## src/rtl/req_initiator.sv

```systemverilog
// req_initiator: req/gnt handshake initiator with per-attempt timeout, backoff and bounded retry.
// Define REQ_INITIATOR_ASSERT_EN to compile the embedded SVA checks and covers.
module req_initiator #(
  parameter int TIMEOUT   = 4,
  parameter int BACKOFF   = 2,
  parameter int MAX_RETRY = 3,
  parameter int CNT_W     = 8
) (
  input  logic             clk,
  input  logic             reset,
  input  logic             start,
  input  logic             gnt,
  output logic             req,
  output logic             busy,
  output logic             done,
  output logic             err,
  output logic [3:0]       attempt,
  output logic [CNT_W-1:0] grant_cnt,
  output logic             stray_gnt
);
  localparam logic [7:0] L_TO_LAST = 8'(TIMEOUT - 1);
  localparam logic [7:0] L_BO_LAST = 8'(BACKOFF - 1);
  localparam logic [3:0] L_MAX     = 4'(MAX_RETRY);

  typedef enum logic [2:0] {S_IDLE, S_REQ, S_BACKOFF, S_DONE, S_ERR} state_t;

  state_t     r_state, w_next;
  logic [7:0] r_wait, r_bo, w_wait_nxt, w_bo_nxt;
  logic [3:0] w_attempt_nxt;

  always_comb begin
    w_next        = r_state;
    w_wait_nxt    = r_wait;
    w_bo_nxt      = r_bo;
    w_attempt_nxt = attempt;
    case (r_state)
      S_IDLE: if (start) begin
        w_next        = S_REQ;
        w_attempt_nxt = 4'd1;
        w_wait_nxt    = 8'd0;
      end
      // a grant on the timeout boundary still wins
      S_REQ: if (gnt) w_next = S_DONE;
        else if (r_wait == L_TO_LAST) begin
          w_next   = (attempt == L_MAX) ? S_ERR : S_BACKOFF;
          w_bo_nxt = 8'd0;
        end else w_wait_nxt = r_wait + 8'd1;
      S_BACKOFF: if (r_bo == L_BO_LAST) begin
        w_next        = S_REQ;
        w_attempt_nxt = attempt + 4'd1;
        w_wait_nxt    = 8'd0;
      end else w_bo_nxt = r_bo + 8'd1;
      default: w_next = S_IDLE;
    endcase
  end

  // outputs are registered from the next state so they track the state exactly
  always_ff @(posedge clk or posedge reset) begin
    if (reset) begin
      r_state   <= S_IDLE;
      r_wait    <= '0;
      r_bo      <= '0;
      req       <= 1'b0;
      busy      <= 1'b0;
      done      <= 1'b0;
      err       <= 1'b0;
      attempt   <= '0;
      grant_cnt <= '0;
      stray_gnt <= 1'b0;
    end else begin
      r_state <= w_next;
      r_wait  <= w_wait_nxt;
      r_bo    <= w_bo_nxt;
      req     <= w_next == S_REQ;
      busy    <= w_next != S_IDLE;
      done    <= w_next == S_DONE;
      err     <= w_next == S_ERR;
      attempt <= w_attempt_nxt;
      if (w_next == S_DONE && grant_cnt != '1) grant_cnt <= grant_cnt + 1'b1;
      if (gnt && r_state != S_REQ) stray_gnt <= 1'b1;
    end
  end

`ifdef REQ_INITIATOR_ASSERT_EN
  a_req_hold: assert property (@(posedge clk) disable iff (reset)
    $rose(req) |-> (req [*TIMEOUT]) or (req [*1:TIMEOUT] ##0 gnt));
  a_done_err_excl: assert property (@(posedge clk) disable iff (reset) !(done && err));
  a_result_busy: assert property (@(posedge clk) disable iff (reset) (done || err) |-> $past(busy));
  a_req_busy: assert property (@(posedge clk) disable iff (reset) !busy |-> !req);
  c_lat_min: cover property (@(posedge clk) disable iff (reset) $rose(req) ##0 gnt);
  c_lat_max: cover property (@(posedge clk) disable iff (reset)
    $rose(req) ##0 (req && !gnt) [*TIMEOUT-1] ##1 (req && gnt));
`else
`endif
endmodule

```

## config.mk

```make
export PLATFORM = sky130hd
export DESIGN_NAME = req_initiator
export DESIGN_NICKNAME = d
export VERILOG_FILES = /design/src/rtl/req_initiator.sv
export SDC_FILE = /design/constraint.sdc
export NUM_CORES = 1
export LEC_CHECK = 0
export ABC_AREA = 1
export BUFFER_PORTS_ARGS = -buffer_cell sky130_fd_sc_hd__buf_2
export CAP_MARGIN = 20
export CORE_MARGIN = 2
export CORE_UTILIZATION = 40
export CTS_BUF_LIST = sky130_fd_sc_hd__clkbuf_2 sky130_fd_sc_hd__clkbuf_4 sky130_fd_sc_hd__clkbuf_8
export CTS_CLUSTER_SIZE = 30
export DETAILED_ROUTE_END_ITERATION = 6
export HOLD_SLACK_MARGIN = 0.12
export SLEW_MARGIN = 20
export SYNTH_ARGS = -nofsm -noshare
export SYNTH_HDL_FRONTEND = slang
export SYNTH_SLANG_ARGS = --single-unit
```

## constraint.sdc

```tcl
create_clock -name clk -period 1.7 [get_ports clk]
set_input_delay 0.255 -clock clk [delete_from_list [all_inputs] [get_ports clk]]
set_output_delay 0.255 -clock clk [all_outputs]
set_load 0.005 [all_outputs]
```

=== Word level (Yosys, flattened, before mapping) ===
Index checks and enable logic that the tools add are counted.

* $add $sub $neg: 4
* Multipliers: 0
* Div/mod/pow operators: 0
* Magnitude comparators: 0
* Equal/unequal tests: 16
* Shifts and indexed selects: 0
* Multiplexer cells: 18
* Bitwise logic cells: 0
* Reductions and logical operators: 10

{| class="wikitable"
|+ Operator list
! operator !! count
|-
| 8-bit two-way mux || 7
|-
| 8-bit by 1-bit adder with 8-bit output, second input constant || 3
|-
| 8-bit case mux with 3 select lines || 1
|-
| 8-bit case mux with 2 select lines || 1
|-
| 3-bit two-way mux || 5
|-
| 2-bit inequality test, second input constant || 6
|-
| 3-bit case mux with 3 select lines || 1
|-
| 8-bit by 1-bit equality test with 1-bit output, second input constant || 1
|-
| 8-bit by 2-bit equality test with 1-bit output, second input constant || 1
|-
| 4-bit two-way mux || 2
|-
| 8-bit inequality test, second input constant || 1
|-
| 4-bit case mux with 2 select lines || 1
|-
| 3-bit by 1-bit equality test with 1-bit output, second input constant || 2
|-
| 3-bit by 2-bit equality test with 1-bit output, second input constant || 2
|-
| 3-bit nonzero test || 2
|-
| 5-bit AND reduction || 1
|-
| 4-bit by 1-bit adder with 4-bit output, second input constant || 1
|-
| 4-bit by 2-bit equality test with 1-bit output, second input constant || 1
|-
| 4-bit AND reduction || 1
|-
| 2-bit nonzero test || 2
|-
| 3-bit equality test, second input constant || 1
|-
| 3-bit logical NOT || 1
|-
| 3-bit by 1-bit inequality test with 1-bit output, second input constant || 1
|-
| 3-bit AND reduction || 1
|-
| 1-bit logical AND || 2
|}

* Flip-flop bits (word level): 36
* Bits in latches: 0
* Bits in writable memories: 0
* ROM bits: 0
* Input port bits: 4
* Output and inout bits: 17
* Memories: 0

=== Longest topological paths before layout ===
Gate-level depths: netlist of run 1.

* Depth in word-level cells: 7
* Mapped depth: 10
* Depth with buffers taken out: 10

=== Least setup slack after synthesis of run 1 ===
No wires, ideal clock.

* Path type: register to register
* From: register r_wait[0]
* To: register r_bo[6]
* Data arrival time: 1.345 ns
* Data required time: 1.584 ns
* Path slack: 0.239 ns
* Stages on the path, launching flop included: 9
* Buffers on the path: 0
* Clock period less this slack: 1.461 ns
* Path through: dfrtp_1 ha_1 nand2_1 nor2_1 nand3_2 nand2_4 nand2_4 nand2_1 nand2_1

* Cells in the longest elaborated chain, start to end: 3

{| class="wikitable"
|+ RTL lines
! item !! RTL line !! RTL
|-
| start, declared || 28 || <nowiki>logic [7:0] r_wait, r_bo, w_wait_nxt, w_bo_nxt;</nowiki>
|-
| start signal, assigned || 72 || <nowiki>r_wait <= w_wait_nxt;</nowiki>
|-
| 8-bit by 2-bit equality test with 1-bit output || 44 || <nowiki>else if (r_wait == L_TO_LAST) begin</nowiki>
|-
| 2-bit inequality test (no line) || -- ||
|-
| 4-bit AND reduction (no line) || -- ||
|-
| end signal, assigned || 73 || <nowiki>r_bo <= w_bo_nxt;</nowiki>
|-
| end, declared || 28 ||
|}

No other way between the ends.
A chain may end at the register's enable or synchronous reset.

=== Final worst setup path of run 1 ===
Ends and elaborated chain as after synthesis.

==> results of run 1 <==
==> final timing paths <==
check | from | to | slack [ns] | depth (start not counted)
hold / removal | gnt | r_state[0] | 0.26 | 3
min in group asynchronous | reset | grant_cnt[7] | 0.60 | 4
setup / recovery | r_wait[0] | r_bo[6] | 0.15 | 8
max in group asynchronous | reset | r_bo[7] | 0.78 | 4
setup reg to reg | r_wait[0] | r_bo[6] | 0.15 | 8
hold reg to reg | stray_gnt | stray_gnt | 0.48 | 1
==> cell families (layout without fill, tap and decap cells) <==
logic type | count (synthesis) | in the layout | synth area share, %
AND/OR/NAND/NOR | 184 | 184 | 39.5
buffers and inverters | 40 | 78 | 7.67
flip-flops | 36 | 36 | 42.2
XOR/XNOR | 12 | 12 | 4.92
AO/OA/AOI/OAI | 9 | 9 | 2.75
adder cells (fa/ha/maj) | 5 | 5 | 2.93
==> registers in the layout, indices dropped and copies added, names as in the netlist <==
signal,cells
req,1
busy,1
r_bo,8
r_wait,8
attempt,4
err,1
done,1
grant_cnt,8
r_state,3
stray_gnt,1
==> what timing repair did <==
item                                   CTS  global route
resized for setup                        0             2
setup buffers                            0             3
hold buffers                             1             0
setup endpoints to repair                0            14
endpoints found under the hold margin   36             0
==> metal layers <==
metal | wire, um | vias up
li1 | - | 966
met2 | 2040 | 28
met4 | 48 | 0
met1 | 2120 | 829
met3 | 151 | 5
met5 | 0 | -
==> cell usage after synthesis (2+ instances only) <==
library cell	n	area [sq um]
ha_1	5	62.6
dfrtp_1	36	901
nand4_1	9	56.3
a21oi_1	2	10.0
xnor2_1	7	61.3
nand2_1	108	405
nor2_1	25	93.8
o21ai_2	3	26.3
nor2_4	2	22.5
nand2_2	3	18.8
o21ai_0	3	15.0
xor2_1	5	43.8
inv_1	36	135
nand3_1	28	140
nand3_2	3	30.0
nand2_4	2	22.5
==> layout make-up <==
| class | count | area, sq um |
|---|---|---|
| repair buffers | 32 | 193 |
| flip-flops and latches | 36 | 901 |
| inverters | 38 | 145 |
| fillers | 520 | 2620 |
| well taps | 70 | 87.6 |
| clock buffers | 5 | 68.8 |
| clock inverters | 3 | 46.3 |
| multi-input cells | 210 | 1080 |
==> tightest hold or removal path, stage by stage <==
cell,delay (ns)
buf_2,0.11
o21ai_0,0.09
nand3_1,0.06
==> power groups by stage <==
stage               registers [mW]  logic (mW)  clock network (mW)
global placement              1.29        1.40                   0
floorplan                     1.29       0.984                   0
finish                        1.28        1.44               0.784
global route                  1.31        1.66               0.843
detailed placement            1.29        1.41                   0
CTS                           1.27        1.42               0.813
==> metrics by stage <==
step / utilization (%) / hold WS [ns] / setup slack [ns]
global route: 49.1 / 0.268 / 0.000159
global placement: 46.0 / 0.384 / 0.122
CTS: 48.4 / 0.254 / 0.0374
detailed placement: 46.0 / 0.393 / 0.0452
floorplan: - / 0.407 / 0.239
finish: 49.1 / 0.259 / 0.149
==> metrics.md, run 1 <==
| Metric | Value |
|---|---|
| Status | complete, no violations |
| Met3 Usage GRT | 4.24% |
| Flop pwr share | 36.5% |
| CP Class | reg2reg |
| Initial Util | 41.6% |
| Max FO, Critical Path | 8 |
| HP Class | in2reg |
| Int Pwr | 2.05 mW |
| Top Family by Delay on Critical Path | simple AND/OR/NAND/NOR gates |
| Register area share after synthesis | 42.2% |
| Port bufs | 20 |
| Max VDD drop | 0.663 mV |
| Grt ovf | 0 |
| Crit path DAT | 1.74 ns |
| Die X | 77.1 um |
| Initial DRT Pass Iterations | 4 |
| Total CTS buffers | 5 |
| Antenna violation net count after detailed routing | 0 |
| Fmax | 0.645 GHz |
| YS warnings | 0 |
| CP Buf/Inv Count | 0 |
| Root Driver | clkbuf_8 |
| Most frequent cells in the layout | nand2_1 (108), inv_1 (36), dfrtp_1 (36) |
| Most common cell after layout, fill and taps aside | nand2_1 |
| Gr busiest metal | met2 |
| CTS clk-pin slew, worst paths | 0.08 ns |
| CTS Sinks | 36 |
| Setup_tns | 0 ns |
| Standby leakage power | 1.38 nW |
| FFs w/ async S/R, synth | 100% |
| Clk buf depth | 2 |
| Worst Setup Start Kind | flop |
| Largest net degree at the start of global routing | 37 |
| Final HPWL DP | 3160 um |
| Area grow syn2layout | 18.1% |
| Initial antenna violation count | 0 |
| Area after DPL | 0.00236 sq mm |
| Worst clock skew | 0.0100 ns |
| Final cell count without fillers | 394 |
| Crit end category | flop |
| Clock Power Share | 22.4% |
| Post-Route WL | 4350 um |
| Placed Cells | 382 |
| Max cap viols | 0 |
| Post-synth EDFFs | 0 |
| Net Count, Synth | 295 |
| Max-slew violation count | 0 |
| Final hold viol count | 0 |
| Insertion delay of the later-clocked pin in the worst-skew pair | 0.30 ns |
| Routed wirelength normalized by instance count | 11.1 um |
| Cell area after synthesis | 0.00214 sq mm |
| Max incr delay on CP | 0.44 ns |
| Core Rows | 26 |
| TritonCTS clock tree | built |
| Final setup fails | 0 |
| Core area | 0.00514 sq mm |
| M1 GR Usage | 20.1% |
| Synth Instances | 286 |
| Slew of the pin with the lowest slew margin | 0.462 ns |
| Post-Syn Area per Cell | 7.47 sq um |
| Gate power share | 41.1% |
| Pwr/cell area | 1390 mW/mm^2 |
| Die area | 0.00594 sq mm |
| Fin crit share | 91.2% |
| # H-tree levels | 2 |
| DRC Markers | 0 |
| Initial DRC Count | 61 |
| First-pass GRT wire length | 7690 um |
| Min Clock Period, post-route | 1.55 ns |
| Sw Share | 41.4% |
| Slowest CP cell | dfrtp_1 |
| Main synth FF type | dfrtp_1 |
| Vias in the first global route | 1721 |
| Flops & latches, synth | 36 |
| CP cell instances | ha_1, nand2_1, nor2_2, nand3_2, nand2_4, nand2_4, nand2_1, nand2_1 |
| Slew HR | 69.2% |
| Ant diodes | 0 |
| Post-synthesis cell type count | 25 |
| Design Area, Final | 0.00252 sq mm |
| P_sw | 1.45 mW |
| Fin nets | 332 |
| Layout cells sized above 1 | 17.9% |
| Vias per inst | 4.64 |
| CP most frequent cell | nand2_1 |
| Met2 usage | 26.7% |
| Pwr Total | 3.50 mW |
| Vias after detailed routing | 1828 |
| Final Wtd Congestion | 0.819 |
| RSZ-0062 raised after global routing | false |
| Ports | 21 |
| CP required | 1.88 ns |
| GR Util All Layers | 15.9% |
| Die Span Y | 77.1 um |
Note: power is estimated with default switching activity, not from simulation.
==> run 2, diff against run 1 <==
Settings changed: CELL_PAD_IN_SITES_DETAIL_PLACEMENT set to 0, CELL_PAD_IN_SITES_GLOBAL_PLACEMENT set to 1, GPL_TIMING_DRIVEN set to 0, HOLD_SLACK_MARGIN 0.12 to 0.08, PLACE_DENSITY_LB_ADDON set to 0.1.
==> run 2 against run 1 <==
Against the previous run:
- worst setup slack better by 0.026 ns
- non-clock buffer count is 8 lower
- sequential power is 3% higher
- hold slack better by 0.0064 ns
- final cell count is 2.3% lower
- fmax is 1.7% higher
- clock power is 22% lower
- die area stayed put
- critical endpoint is now r_wait[7]
- largest cell class unchanged
==> metrics.md, run 2 (synthesis results as in run 1) <==
| Metric | Value |
|---|---|
| Status | complete, no violations (unchanged) |
| Fmax | 0.656 GHz (was 0.645 GHz) |
| Max FO, Critical Path | 8 (unchanged) |
| Core area | 0.00514 sq mm (unchanged) |
| Final setup fails | 0 (unchanged) |
| Die X | 77.1 um (unchanged) |
| Placed Cells | 377 (was 382) |
| Post-route setup slack | 0.175 ns (was 0.149 ns) |
| Initial Util | 41.6% (unchanged) |
| Vias in the first global route | 1659 (was 1721) |
| Fin nets | 324 (was 332) |
| Worst clock skew | 0.0114 ns (was 0.0100 ns) |
| Final hold viol count | 0 (unchanged) |
| Design Area, Final | 0.00245 sq mm (was 0.00252 sq mm) |
| Max VDD drop | 0.616 mV (was 0.663 mV) |
| GR Util All Layers | 16.9% (was 15.9%) |
| DRC Markers | 0 (unchanged) |
| Area grow syn2layout | 14.9% (was 18.1%) |
| Setup_tns | 0 ns (unchanged) |
| Final Wtd Congestion | 0.761 (was 0.819) |
| RSZ-0062 raised after global routing | false (unchanged) |
| CTS Sinks | 36 (unchanged) |
| CTS clk-pin slew, worst paths | 0.08 ns (about the same) |
| Post-CTS setup buffers | 0 (unchanged) |
| Port bufs | 20 (unchanged) |
| Largest regs | grant_cnt: 8 flops, r_bo: 8 flops, r_wait: 8 flops (unchanged) |
| Largest net degree at the start of global routing | 32 (was 37) |
| TritonCTS clock tree | built (unchanged) |
| Pwr Total | 3.26 mW (was 3.50 mW) |
| CP most frequent cell | nand2_1 (unchanged) |
| Initial antenna violation count | 0 (unchanged) |
| Layout cells sized above 1 | 16.8% (was 17.9%) |
| Worst Setup Start Kind | flop (unchanged) |
| Max incr delay on CP | 0.43 ns (was 0.44 ns) |
| Vias after detailed routing | 1780 (was 1828) |
| Max-slew violation count | 0 (unchanged) |
| Most common cell after layout, fill and taps aside | nand2_1 (unchanged) |
| Crit end category | flop (unchanged) |
| Final cell count without fillers | 385 (was 394) |
| # H-tree levels | 2 (unchanged) |
| Die Span Y | 77.1 um (unchanged) |
| Insertion delay of the later-clocked pin in the worst-skew pair | 0.29 ns (was 0.30 ns) |
| CP required | 1.87 ns (was 1.88 ns) |
| Post-Route WL | 4470 um (was 4350 um) |
| First-pass GRT wire length | 7960 um (was 7690 um) |
| Clk buf depth | 2 (unchanged) |
| Final HPWL DP | 3170 um (was 3160 um) |
| Ports | 21 (unchanged) |
| Area after DPL | 0.00234 sq mm (was 0.00236 sq mm) |
| Vias per inst | 4.62 (was 4.64) |
| Min Clock Period, post-route | 1.52 ns (was 1.55 ns) |
| Slew of the pin with the lowest slew margin | 0.291 ns (was 0.462 ns) |
| Total CTS buffers | 5 (unchanged) |
| CP Buf/Inv Count | 1 (was 0) |
| Slew HR | 80.5% (was 69.2%) |
| Antenna violation net count after detailed routing | 0 (unchanged) |
| Initial DRC Count | 81 (was 61) |
| CP cell instances | inv_1, ha_1, nand2_1, nor2_1, nand2_1, nand2_2, nand3_2, nand2_1, nand2_1 (was ha_1, nand2_1, nor2_2, nand3_2, nand2_4, nand2_4, nand2_1, nand2_1) |
| Pwr/cell area | 1330 mW/mm^2 (was 1390 mW/mm^2) |
| HP Class | in2reg (unchanged) |
| Place WS | -0.0332 ns (was 0.0452 ns) |
| Top Family by Delay on Critical Path | simple AND/OR/NAND/NOR gates (unchanged) |
| Crit path DAT | 1.70 ns (was 1.74 ns) |
| Die area | 0.00594 sq mm (unchanged) |
| Slowest CP cell | dfrtp_1 (unchanged) |
| Routed wirelength normalized by instance count | 11.6 um (was 11.1 um) |
| Standby leakage power | 1.32 nW (was 1.38 nW) |
| Most frequent cells in the layout | nand2_1 (108), inv_1 (35), dfrtp_1 (34) (was nand2_1 (108), inv_1 (36), dfrtp_1 (36)) |
| Grt ovf | 0 (unchanged) |
| Max cap viols | 0 (unchanged) |
| Initial DRT Pass Iterations | 5 (was 4) |
| CP Class | reg2reg (unchanged) |
| Ant diodes | 0 (unchanged) |
| Root Driver | clkbuf_8 (unchanged) |
| Fin crit share | 89.7% (was 91.2%) |
| Core Rows | 26 (unchanged) |
[run 2: path summary, 6_finish.rpt]
check,to,slack [ns],cells after the start,startpoint
hold / removal,r_state[0],0.27,3,gnt
max in group asynchronous,r_wait[0],0.87,4,reset
min in group asynchronous,r_bo[5],0.40,3,reset
hold reg to reg,stray_gnt,0.51,1,stray_gnt
setup / recovery,r_wait[7],0.18,9,r_bo[1]
setup reg to reg,r_wait[7],0.18,9,r_bo[1]
[run 2: metrics by stage]
stage	hold slack, ns	utilization (%)
6_report	0.265	47.8
5_1_grt	0.322	47.8
3_3_place_gp	0.480	45.2
3_5_place_dp	0.161	45.6
2_1_floorplan	0.407	-
4_1_cts	0.251	47.5
[run 2: layout make-up]
| cell class | instances | area [sq um] |
|---|---|---|
| Fill cell | 562 | 2690 |
| Multi-Input combinational cell | 210 | 1090 |
| Sequential cell | 36 | 903 |
| Inverter | 38 | 145 |
| Timing Repair Buffer | 22 | 130 |
| Tap cell | 70 | 87.6 |
| Clock buffer | 6 | 76.3 |
| Buffer | 2 | 18.8 |
| Clock inverter | 1 | 5.00 |
[run 2: what timing repair did]
item                                    in CTS  in global routing
endpoints found under the hold margin        5                  0
gates cloned                                 0                  0
endpoints found under the setup margin      13                 16
resized for setup                            2                  4
hold buffers                                 1                  0
[run 2: power breakdown]
group	total [mW]	switching (mW)	leakage (nW)	internal, mW
Combinational	1.33	0.853	0.809	0.473
Sequential	1.32	0.248	0.471	1.08
Clock	0.612	0.317	0.0445	0.295
Total	3.26	1.42	1.32	1.84
[run 2: layer usage]
layer,track usage (%),share of wire (%),vias to the layer above
met4,5.89,1.6,0
li1,-,-,946
met1,24.4,50,795
met2,24.9,45,31
met3,4.00,3.8,8
met5,0,0,-
[run 2: worst min-delay path: cells and delay by family]
| family | cells | cell delay [ns] |
|---|---|---|
| buffers and inverters | 1 | 0.10 |
| AO/OA/AOI/OAI | 1 | 0.09 |
| AND/OR/NAND/NOR | 1 | 0.07 |
==> run 3, diff against run 2 <==
Settings changed: CTS_BUF_LIST sky130_fd_sc_hd__clkbuf_2 sky130_fd_sc_hd__clkbuf_4 sky130_fd_sc_hd__clkbuf_8 to sky130_fd_sc_hd__clkbuf_4.
==> run 3 against run 2 <==
Against the previous run:
- utilization shrank 0.71 points
- flip-flop and latch count unchanged
- hold slack worse by 0.060 ns
- combinational power about the same
- clock skew rose by 0.0022 ns
- critical path type unchanged
- largest power group is now registers
==> metrics.md, run 3 (synthesis results as in run 1) <==
| Metric | Value |
|---|---|
| First-pass GRT wire length | 7910 um (was 7960 um) |
| Most frequent cells in the layout | nand2_1 (108), inv_1 (35), dfrtp_1 (34) (unchanged) |
| Slew HR | 80.1% (was 80.5%) |
| Largest regs | grant_cnt: 8 flops, r_bo: 8 flops, r_wait: 8 flops (unchanged) |
| CP required | 1.95 ns (was 1.87 ns) |
| Grt ovf | 0 (unchanged) |
| Max-slew violation count | 0 (unchanged) |
| Insertion delay of the later-clocked pin in the worst-skew pair | 0.35 ns (was 0.29 ns) |
| Antenna violation net count after detailed routing | 0 (unchanged) |
| Final cell count without fillers | 385 (unchanged) |
| Pwr/cell area | 1290 mW/mm^2 (was 1330 mW/mm^2) |
| Fin crit share | 91.8% (was 89.7%) |
| R2R depth | 8 (was 9) |
| Largest net degree at the start of global routing | 32 (unchanged) |
| Min Clock Period, post-route | 1.56 ns (was 1.52 ns) |
| Vias after detailed routing | 1780 (unchanged) |
| Port bufs | 20 (unchanged) |
| Final Wtd Congestion | 0.761 (unchanged) |
| Max cap viols | 0 (unchanged) |
| CP Class | reg2reg (unchanged) |
| Max FO, Critical Path | 8 (unchanged) |
| Root Driver | clkbuf_4 (was clkbuf_8) |
| Layout cells sized above 1 | 16.8% (unchanged) |
| GR Util All Layers | 16.9% (about the same) |
| Final Core Density | 47.1% (was 47.8%) |
| Initial DRT Pass Iterations | 4 (was 5) |
| Vias in the first global route | 1660 (was 1659) |
| Initial antenna violation count | 0 (unchanged) |
| Standby leakage power | 1.31 nW (was 1.32 nW) |
| Worst setup path end | r_bo[2] (was r_wait[7]) |
| Die Span Y | 77.1 um (unchanged) |
| # H-tree levels | 2 (unchanged) |
| Final HPWL DP | 3170 um (unchanged) |
| Pwr Total | 3.11 mW (was 3.26 mW) |
| Vias per inst | 4.62 (unchanged) |
| Hold Slack | 0.206 ns (was 0.265 ns) |
| CTS clk-pin slew, worst paths | 0.11 ns (was 0.08 ns) |
| Placed Cells | 377 (unchanged) |
| Die X | 77.1 um (unchanged) |
| Core area | 0.00514 sq mm (unchanged) |
| Ports | 21 (unchanged) |
| Setup_tns | 0 ns (unchanged) |
| Reg2Reg Setup Slack | 0.14 ns (was 0.18 ns) |
| TritonCTS clock tree | built (unchanged) |
| CP Launch Point | r_wait[0] (was r_bo[1]) |
| Worst Setup Start Kind | flop (unchanged) |
| Clk buf depth | 2 (unchanged) |
| Max VDD drop | 0.621 mV (was 0.616 mV) |
| HP Class | in2reg (unchanged) |
| Launching point of the worst reg2reg path | r_wait[0] (was r_bo[1]) |
| CTS Sinks | 36 (unchanged) |
| Final hold viol count | 0 (unchanged) |
| Slew of the pin with the lowest slew margin | 0.297 ns (was 0.291 ns) |
| DRC Markers | 0 (unchanged) |
| Status | complete, no violations (unchanged) |
| Most common cell after layout, fill and taps aside | nand2_1 (unchanged) |
| R2R Path End | r_bo[2] (was r_wait[7]) |
| Die area | 0.00594 sq mm (unchanged) |
| Initial DRC Count | 72 (was 81) |
| Total CTS buffers | 5 (unchanged) |
| Ant diodes | 0 (unchanged) |
| Core Rows | 26 (unchanged) |
| Fmax | 0.641 GHz (was 0.656 GHz) |
| Worst clock skew | 0.0136 ns (was 0.0114 ns) |
| Area grow syn2layout | 13.2% (was 14.9%) |
| Final setup fails | 0 (unchanged) |
| Hold_sp | gnt (unchanged) |
| Crit path DAT | 1.81 ns (was 1.70 ns) |
| Post-Route WL | 4420 um (was 4470 um) |
| Crit end category | flop (unchanged) |
| Routed wirelength normalized by instance count | 11.5 um (was 11.6 um) |
| Post-CTS setup buffers | 0 (unchanged) |
| Fin nets | 324 (unchanged) |
| Initial Util | 41.6% (unchanged) |
## run 3: changes by cell type in the layout (fill, tap and decap cells not counted)
| cell | before | now |
|---|---|---|
| nor2_2 | 0 | 1 |
| clkbuf_4 | 1 | 6 |
| clkbuf_8 | 5 | 0 |
| nor2_4 | 3 | 2 |
## run 3: worst max-delay path, stage by stage, from the launching register on
cell     delay (ns)
dfrtp_2        0.43
ha_2           0.25
nand2_1        0.09
nor2_2         0.19
nand3_4        0.14
nand2_4        0.15
nand2_4        0.10
nand2_1        0.07
nand2_1        0.04
## run 3: timing repair
item | 4_1_cts | 5_1_grt
setup endpoints to repair | 13 | 17
endpoints found under the hold margin | 36 | 0
hold buffers | 1 | 0
gates resized for setup | 2 | 3
pin swaps | 0 | 0
## run 3: worst min-delay path by stage
stage | endpoint | slack (ns) | cells past startpoint
5_1_grt | r_state[0] | 0.25 | 3
4_1_cts | r_state[0] | 0.18 | 3
3_5_place_dp | r_bo[5] | 0.16 | 2
3_3_place_gp | stray_gnt | 0.48 | 1
6_report | r_state[0] | 0.21 | 3
2_1_floorplan | r_state[0] | 0.41 | 2
## run 3: cell type report
cell class                      instances  area, sq um
Fill cell                             566         2720
Multi-Input combinational cell        210         1080
Sequential cell                        36          903
Inverter                               38          145
Timing Repair Buffer                   22          130
Tap cell                               70         87.6
Clock buffer                            6         45.0
Buffer                                  2         18.8
Clock inverter                          1         5.00
## run 3: power breakdown
part / leakage (nW) / switching, mW / internal, mW / total [mW]
clock network: 0.0315 / 0.301 / 0.169 / 0.470
logic: 0.809 / 0.851 / 0.473 / 1.32
registers: 0.471 / 0.247 / 1.07 / 1.32
total: 1.31 / 1.40 / 1.72 / 3.11
## run 3: through the flow
step	setup slack (ns)	instance area, sq um
final	0.139	2420
after global routing	-0.0116	2420
after CTS	0.0364	2410
after detailed placement	-0.0332	2340
after global placement	-0.0187	2320
after floorplan	0.239	2140
## run 3: metal layers
metal / routed length [um] / vias up / GRT usage [%]
met3: 136 / 7 / 4.00
met2: 1990 / 22 / 25.1
li1: - / 949 / -
met4: 73 / 0 / 5.89
met1: 2220 / 802 / 24.0
met5: 0 / - / 0
